===== src/rtl/x_window_buffer_if.sv =====
// -----------------------------------------------------------------------------
// x_window_buffer_if
//
// Purpose: groups the streaming input handshake and the window output bus of
//          x_window_buffer. clk, reset_n and clear are plain ports on the
//          block and are not carried here.
//
// Signals:
//   s_valid    source -> buffer  input beat offered
//   s_ready    buffer -> source  beat can be accepted this cycle
//   s_data     source -> buffer  LANES signed words, lane 0 is the oldest
//   win_valid  buffer -> sink    full window available on data_out
//   win_ready  sink   -> buffer  sink retires STRIDE words this cycle
//   data_out   buffer -> sink    SIZE signed words, index 0 is the oldest
//   count      buffer -> sink    number of valid words held (0..SIZE)
//
// Modports:
//   slave  - the buffer side (used by x_window_buffer)
//   master - the producer/consumer side driving the buffer
// -----------------------------------------------------------------------------
interface x_window_buffer_if #(
  parameter int WIDTH   = 16,
  parameter int SIZE    = 64,
  parameter int LOGSIZE = 6,
  parameter int LANES   = 1
);

  logic                      s_valid;
  logic                      s_ready;
  logic signed [WIDTH-1:0]   s_data   [LANES];
  logic                      win_valid;
  logic                      win_ready;
  logic signed [WIDTH-1:0]   data_out [SIZE];
  logic        [LOGSIZE:0]   count;

  modport slave (
    input  s_valid,
    output s_ready,
    input  s_data,
    output win_valid,
    input  win_ready,
    output data_out,
    output count
  );

  modport master (
    output s_valid,
    input  s_ready,
    output s_data,
    input  win_valid,
    output win_ready,
    input  data_out,
    input  count
  );

endinterface


===== src/rtl/x_window_buffer.sv =====
// -----------------------------------------------------------------------------
// x_window_buffer
//
// Purpose: sliding / block window buffer. Words stream in LANES at a time and
//          shift through a SIZE-deep register window; when the window is full
//          the consumer may retire STRIDE words at once. Retiring only lowers
//          the occupancy count -- the window contents never move on consume,
//          so the next window is simply the current one shifted by the next
//          STRIDE words that arrive.
//
// Parameters:
//   WIDTH    signed word width in bits
//   SIZE     window depth in words
//   LOGSIZE  ceil(log2(SIZE))
//   LANES    words accepted per input beat (SIZE must be a multiple of LANES)
//   STRIDE   words retired per consume (LANES <= STRIDE <= SIZE)
//
// Ports:
//   clk      single clock, rising edge
//   reset_n  asynchronous active-low reset (clears mem and count)
//   clear    synchronous flush of occupancy; mem is left untouched
//   bus      x_window_buffer_if.slave: s_valid/s_ready/s_data input stream,
//            win_valid/win_ready/data_out window output, count occupancy
// -----------------------------------------------------------------------------
module x_window_buffer #(
  parameter int WIDTH   = 16,
  parameter int SIZE    = 64,
  parameter int LOGSIZE = 6,
  parameter int LANES   = 1,
  parameter int STRIDE  = 1
) (
  input  logic                  clk,
  input  logic                  reset_n,
  input  logic                  clear,
  x_window_buffer_if.slave      bus
);

  localparam int CW = LOGSIZE + 1;

  localparam logic [CW-1:0] SIZE_W    = CW'(SIZE);
  localparam logic [CW-1:0] LANES_W   = CW'(LANES);
  localparam logic [CW-1:0] STRIDE_W  = CW'(STRIDE);
  // Highest occupancy at which a full beat still fits without a consume.
  localparam logic [CW-1:0] ROOM_W    = CW'(SIZE - LANES);

  // ---------------------------------------------------------------------------
  // State
  // ---------------------------------------------------------------------------
  logic signed [WIDTH-1:0] mem_q [SIZE];
  logic signed [WIDTH-1:0] mem_d [SIZE];
  logic        [CW-1:0]    count_q;
  logic        [CW-1:0]    count_d;

  // ---------------------------------------------------------------------------
  // Handshake decode
  // ---------------------------------------------------------------------------
  logic win_valid;
  logic consume;
  logic s_ready;
  logic accept;
  logic write_en;

  // win_valid is a pure decode of registered count: no input reaches it.
  assign win_valid = (count_q == SIZE_W);
  assign consume   = win_valid && bus.win_ready;

  // A consume frees STRIDE >= LANES words, so a beat can be taken in the same
  // cycle even when the window is full. This makes win_ready -> s_ready a
  // deliberate combinational path; the consumer must not derive win_ready
  // from s_ready.
  assign s_ready   = (count_q <= ROOM_W) || consume;
  assign accept    = bus.s_valid && s_ready;

  // clear wins over a same-cycle accept: the offered beat is dropped and the
  // window contents stay exactly as they were.
  assign write_en  = accept && !clear;

  // ---------------------------------------------------------------------------
  // Next-state: window shift
  // ---------------------------------------------------------------------------
  always_comb begin
    for (int i = 0; i < SIZE; i++) begin
      mem_d[i] = mem_q[i];
    end
    if (write_en) begin
      // Older words move down by one beat; the new beat lands at the top with
      // lane 0 (oldest of the beat) at the lowest of the top slots.
      for (int i = 0; i < SIZE - LANES; i++) begin
        mem_d[i] = mem_q[i + LANES];
      end
      for (int k = 0; k < LANES; k++) begin
        mem_d[SIZE - LANES + k] = bus.s_data[k];
      end
    end
  end

  // ---------------------------------------------------------------------------
  // Next-state: occupancy
  // ---------------------------------------------------------------------------
  always_comb begin
    count_d = count_q;
    if (clear) begin
      count_d = '0;
    end else begin
      unique case ({accept, consume})
        2'b10:   count_d = count_q + LANES_W;
        2'b01:   count_d = count_q - STRIDE_W;
        // consume only happens at count == SIZE, so the subtraction first
        // cannot wrap and the result stays within 0..SIZE.
        2'b11:   count_d = count_q - STRIDE_W + LANES_W;
        default: count_d = count_q;
      endcase
    end
  end

  // ---------------------------------------------------------------------------
  // Registers
  // ---------------------------------------------------------------------------
  always_ff @(posedge clk or negedge reset_n) begin
    if (!reset_n) begin
      for (int i = 0; i < SIZE; i++) begin
        mem_q[i] <= '0;
      end
      count_q <= '0;
    end else begin
      for (int i = 0; i < SIZE; i++) begin
        mem_q[i] <= mem_d[i];
      end
      count_q <= count_d;
    end
  end

  // ---------------------------------------------------------------------------
  // Outputs: the window is presented straight from the registers.
  // ---------------------------------------------------------------------------
  genvar gi;
  generate
    for (gi = 0; gi < SIZE; gi++) begin : g_out
      assign bus.data_out[gi] = mem_q[gi];
    end
  endgenerate

  assign bus.win_valid = win_valid;
  assign bus.s_ready   = s_ready;
  assign bus.count     = count_q;

endmodule

===== src/flat_wrapper.sv =====
// flat-port wrapper written by rule: the top's interface ports become plain ports
module x_window_buffer_flat 
#(
  parameter int WIDTH   = 16,
  parameter int SIZE    = 64,
  parameter int LOGSIZE = 6,
  parameter int LANES   = 1,
  parameter int STRIDE  = 1
)
  (clk, reset_n, clear, bus_s_valid, bus_s_ready, bus_s_data, bus_win_valid, bus_win_ready, bus_data_out, bus_count);
  x_window_buffer_if #(.WIDTH(WIDTH), .SIZE(SIZE), .LOGSIZE(LOGSIZE), .LANES(LANES)) bus_i ();
  input  logic clk;
  input  logic reset_n;
  input  logic clear;
  input wire logic [$bits(bus_i.s_valid)-1:0] bus_s_valid;
  output wire logic [$bits(bus_i.s_ready)-1:0] bus_s_ready;
  input wire logic [$bits(bus_i.s_data)-1:0] bus_s_data;
  output wire logic [$bits(bus_i.win_valid)-1:0] bus_win_valid;
  input wire logic [$bits(bus_i.win_ready)-1:0] bus_win_ready;
  output wire logic [$bits(bus_i.data_out)-1:0] bus_data_out;
  output wire logic [$bits(bus_i.count)-1:0] bus_count;
  assign bus_i.s_valid = bus_s_valid;
  assign bus_s_ready = bus_i.s_ready;
  assign bus_i.s_data = {>>{bus_s_data}};
  assign bus_win_valid = bus_i.win_valid;
  assign bus_i.win_ready = bus_win_ready;
  assign bus_data_out = {>>{bus_i.data_out}};
  assign bus_count = bus_i.count;
  x_window_buffer #(.WIDTH(WIDTH), .SIZE(SIZE), .LOGSIZE(LOGSIZE), .LANES(LANES), .STRIDE(STRIDE)) u_core (.clk(clk), .reset_n(reset_n), .clear(clear), .bus(bus_i));
endmodule

===== config.mk =====
export PLATFORM = sky130hd
export DESIGN_NAME = x_window_buffer_flat
export DESIGN_NICKNAME = d
export VERILOG_FILES = /design/src/rtl/x_window_buffer_if.sv /design/src/rtl/x_window_buffer.sv /design/src/flat_wrapper.sv
export SDC_FILE = /design/constraint.sdc
export NUM_CORES = 1
export LEC_CHECK = 0
export CORE_AREA = 2 2 407 409
export DETAILED_ROUTE_END_ITERATION = 10
export DIE_AREA = 0 0 409 411
export GPL_ROUTABILITY_DRIVEN = 1
export SLEW_MARGIN = 10
export SYNTH_ARGS = -nofsm -noshare
export SYNTH_HDL_FRONTEND = slang
export SYNTH_SLANG_ARGS = --single-unit

===== constraint.sdc =====
create_clock -name clk -period 4.93 [get_ports clk]
set_input_delay 1.479 -clock clk [delete_from_list [all_inputs] [get_ports clk]]
set_output_delay 1.479 -clock clk [all_outputs]
set_load 0.05 [all_outputs]

## After elaboration in Yosys (flattened, before gate mapping)

Index checks and enable logic that the tools add are counted.
Widths: inputs -> output; s select.

| storage, ports and cells | value |
|---|---|
| flip-flop bits (word level) | 1031 |
| output and inout bits | 1033 |
| word-level logic and storage cells | 81 |

| operators by class | value |
|---|---|
| add/subtract/negate cells | 3 |
| order comparisons | 1 |
| eq/ne operators | 4 |
| mux-type cells | 2 |
| reduce and logical (&&, ||, !) cells | 6 |

Operators with widths:

| kind | number |
|---|---|
| $pmux 7 s3 | 1 |
| $add 7x1->7 const B | 2 |
| $eq 7x7->1 const B | 1 |
| $le 7x6->1 const B | 1 |
| $mux 7 | 1 |
| $sub 7x1->7 const B | 1 |
| $eq 2x2->1 const B | 2 |
| $reduce_bool 4->1 | 1 |
| $logic_and 1x1->1 | 3 |
| $eq 2x1->1 const B | 1 |
| $logic_not 1->1 | 1 |
| $logic_or 1x1->1 | 1 |

## Logic depth before layout (Yosys ltp)

| depth | value |
|---|---|
| word-level depth | 7 |
| mapped depth | 14 |

## Worst setup path before layout

No wires, ideal clock.

| path | value |
|---|---|
| kind | flip-flop to output port |
| from | register u_core.count_q[2], in the netlist u_core.bus.count[2] |
| to | output bus_win_valid |
| arrival time | 2488 ps |
| required time | 3451 ps |
| slack | 963 ps |
| stages on the path, launching flop included | 4 |
| buffers on the path | 1 |
| cell sequence | dfrtp_1 buf_2 or4b_4 nor3b_1 |

| on the way | value |
|---|---|
| cells in the longest elaborated chain, start to end | 1 |

Ends and longest elaborated chain:

| element | RTL line | RTL |
|---|---|---|
| from (decl) | x_window_buffer.sv:51 | `logic [CW-1:0] count_q;` |
| from (signal assigned) | x_window_buffer.sv:129 | `count_q <= count_d;` |
| $eq 7x7->1 | x_window_buffer.sv:64 | `assign win_valid = (count_q == SIZE_W);` |
| to (decl) | flat_wrapper.sv:18 | `output wire logic [$bits(bus_i.win_valid)-1:0] bus_win_valid;` |

No other way between the ends.

## Worst setup path after layout

Same ends and word-level chain as after synthesis.

==> flow_summary.ini <==
[clocking]
cts_max_path_buffers = 3
h-tree-depth = 3
cts_hold_buffers = 0
post-cts-setup-buffers = 0
cts_sinks = 1031
numCtsBuffers = 112
clk_pin_slew_ns = 0.06
insertion_delay_ns = 0.73
cts_tree = yes
root_buffer = clkbuf_16
postCtsResizedCells = 0

[floorplanning]
dieArea_mm2 = 0.168
placementRows = 149
start_util_pct = 24.4
core-area_mm2 = 0.164
die_h_um = 411
pin_count = 1054
die_w_um = 409

[synthesis]
netlist_area_mm2 = 0.0399
synth_area_leaders = dfrtp_1 (65%), mux2_2 (19%), mux2_4 (14%), buf_6 (1.2%), buf_2 (0.85%)
synth_nets = 2261
synth.avg_cell_area_um2 = 17.9
synth_cells = 2237
seq_area_frac_synth_pct = 64.6
yosys_warnings = 0
yosys_register_bits = 1031
synth.distinct_cells = 37
synth_top_area_share_pct = 64.6
yosysTopAreaCell = dfrtp_1

[layout]
final_cell_mix = clkdlybuf4s50_1 (1,051), dfrtp_1 (1,031), mux2_2 (664)
nFillCells = 15600
area_growth_pct = 43.2
nNetsFinal = 3371
drive_gt1_share_pct = 37.3
final_common_cell = clkdlybuf4s50_1
fin_util_pct = 34.9

[global_route]
overflow = 0
grt_pass1_wl_um = 179000
antenna_found_initial = 0
grt_pass1_vias = 24400
grt_max_degree = 94
grt_use_total_pct = 14.2

[sta]
tns_ns = 0
rsz0062_at_grt = no
finalHoldViolations = 0
max_freq_ghz = 0.228
worst_pin_slew_ns = 0.944
drv_slew = 0
relSlewSlack_pct = 37.1
fin_crit_sh_pct = 88.9
holdWs_ns = 0.511
setup_violations = 0
fin_crit_ns = 4.38
finClkSkew_ns = 0.0345

[min_path]
hp-class = register to register

[setup_path]
reg2reg_slack_ns = 1.70
max_stage_delay_ns = 0.88
worst-setup-path-type = register to primary output
worst-endpoint-required_ns = 3.45
critPathLaunchType = register
ff2ff_path_depth = 7
crit_path_start = u_core.bus.count[2]$_DFFE_PN0P_
timing.rr.start = u_core.bus.count[2]$_DFFE_PN0P_
endpoint = bus_win_valid
path_cells = or4b_4 -> nor3b_1 -> clkdlybuf4s50_1
critPathTopFamily = buffers and inverters
cp-end-kind = primary output
crit_buf_inv = 1
cp_max_fo = 10
worst-path-stages = 3
r2r_end = u_core.bus.data_out[993]$_DFFE_PN0P_
crit_slowest_cell = clkdlybuf4s50_1
worstPathArrival_ns = 2.91

[run_status]
status = finished, final reports clean

[route]
drt-met1-wl_um = 47300
wl_met2_um = 61800
routed_via_density = 4.10
via_count = 23100
ant_nets = 0
route.detailed.drc = 0
routed_wl_um = 123000
first_iter_violations = 1190
drt_first_pass_iters = 4
routedWlPerCell_um = 21.9
met3_length_um = 10600
top_layer = met4

[run]
cap_violations = 0

[placed_design]
gp_congestion = 0.855
dp_hpwl_um = 92100
numPortBuffers = 1053

[pwr]
powerDensity_mw_per_mm2 = 470
p_leak_nw = 27.1
peakVddDrop_mv = 0.473
finalPower_mw = 26.9
registers in the layout, indices dropped and copies added, names as in the netlist:
register and flops:
u_core.bus.count 7, u_core.bus.data_out 1024
how the worst min path moves through the flow:
stage                                     startpoint                                    end  cells after the start  slack, ns
2_1_floorplan        u_core.bus.count[6]$_DFFE_PN0P_        u_core.bus.count[6]$_DFFE_PN0P_                      2       0.77
3_3_place_gp   u_core.bus.data_out[1014]$_DFFE_PN0P_  u_core.bus.data_out[1014]$_DFFE_PN0P_                      1       0.49
3_5_place_dp   u_core.bus.data_out[1013]$_DFFE_PN0P_  u_core.bus.data_out[1013]$_DFFE_PN0P_                      1       0.50
4_1_cts        u_core.bus.data_out[1016]$_DFFE_PN0P_  u_core.bus.data_out[1016]$_DFFE_PN0P_                      1       0.51
5_1_grt        u_core.bus.data_out[1020]$_DFFE_PN0P_  u_core.bus.data_out[1020]$_DFFE_PN0P_                      1       0.52
6_report       u_core.bus.data_out[1022]$_DFFE_PN0P_  u_core.bus.data_out[1022]$_DFFE_PN0P_                      1       0.51
layout make-up:
type / instances / area, µm² / area share, %
repair buffers: 1115 / 11300 / 19.8
diodes: 3 / 7.51 / 0.0131
multi-input cells: 1082 / 13300 / 23.2
clock buffers: 164 / 3360 / 5.88
inverters: 5 / 18.8 / 0.0328
well taps: 2189 / 2740 / 4.79
clock inverters: 47 / 639 / 1.12
flip-flops and latches: 1031 / 25800 / 45.1
report_power, final:
| part | switching [mW] | internal [mW] |
|---|---|---|
| Combinational | 4.57 | 2.85 |
| Sequential | 1.07 | 9.39 |
| Clock | 3.65 | 5.33 |
| Total | 9.29 | 17.6 |
kinds of logic after synthesis:
kind of cell / synth area share, %
xor gates and xnor gates: 0.0658
buffers and inverters: 2.15
adders and majority gates: 0.0940
muxes: 32.3
and+or+nand+nor: 0.454
DFF: 64.6
AOI/OAI and AO/OA: 0.291
cells in the mapped netlist, drive strengths merged:
cell and number:
o211ai 1, o2bb2ai 1, clkbuf 9, and4 1, nor3b 1, a21boi 1
nand2 9, mux2 1024, a31o 1, nor3 2, o31ai 1, or4b 1
a41oi 1, a21oi 4, a211o 1, dfrtp 1031, nand3 4, xnor2 2
nand4 2, a21o 2, or2 1, mux2i 3, o21ai 2, buf 110
a31oi 1, nor2 6, ha 3, nand2b 1, nand3b 1, a22oi 1
xor2 1, or3 3, inv 5
metrics by stage:
stage          area, µm²  setup slack, ns  cells
2_1_floorplan      39900            0.963   2237
3_3_place_gp       53200            0.685   5422
3_5_place_dp       53200            0.672   5422
4_1_cts            57200            0.424   5633
5_1_grt            57200            0.415   5633
6_report           57200            0.545   5636
layer usage:
layer  track usage, %  vias up
met2             24.5      797
met3             5.31      162
met1             16.1    12000
met5                0        -
met4             4.94        0
li1                 -    10200
No activity file was read; power rests on OpenSTA's default activity.
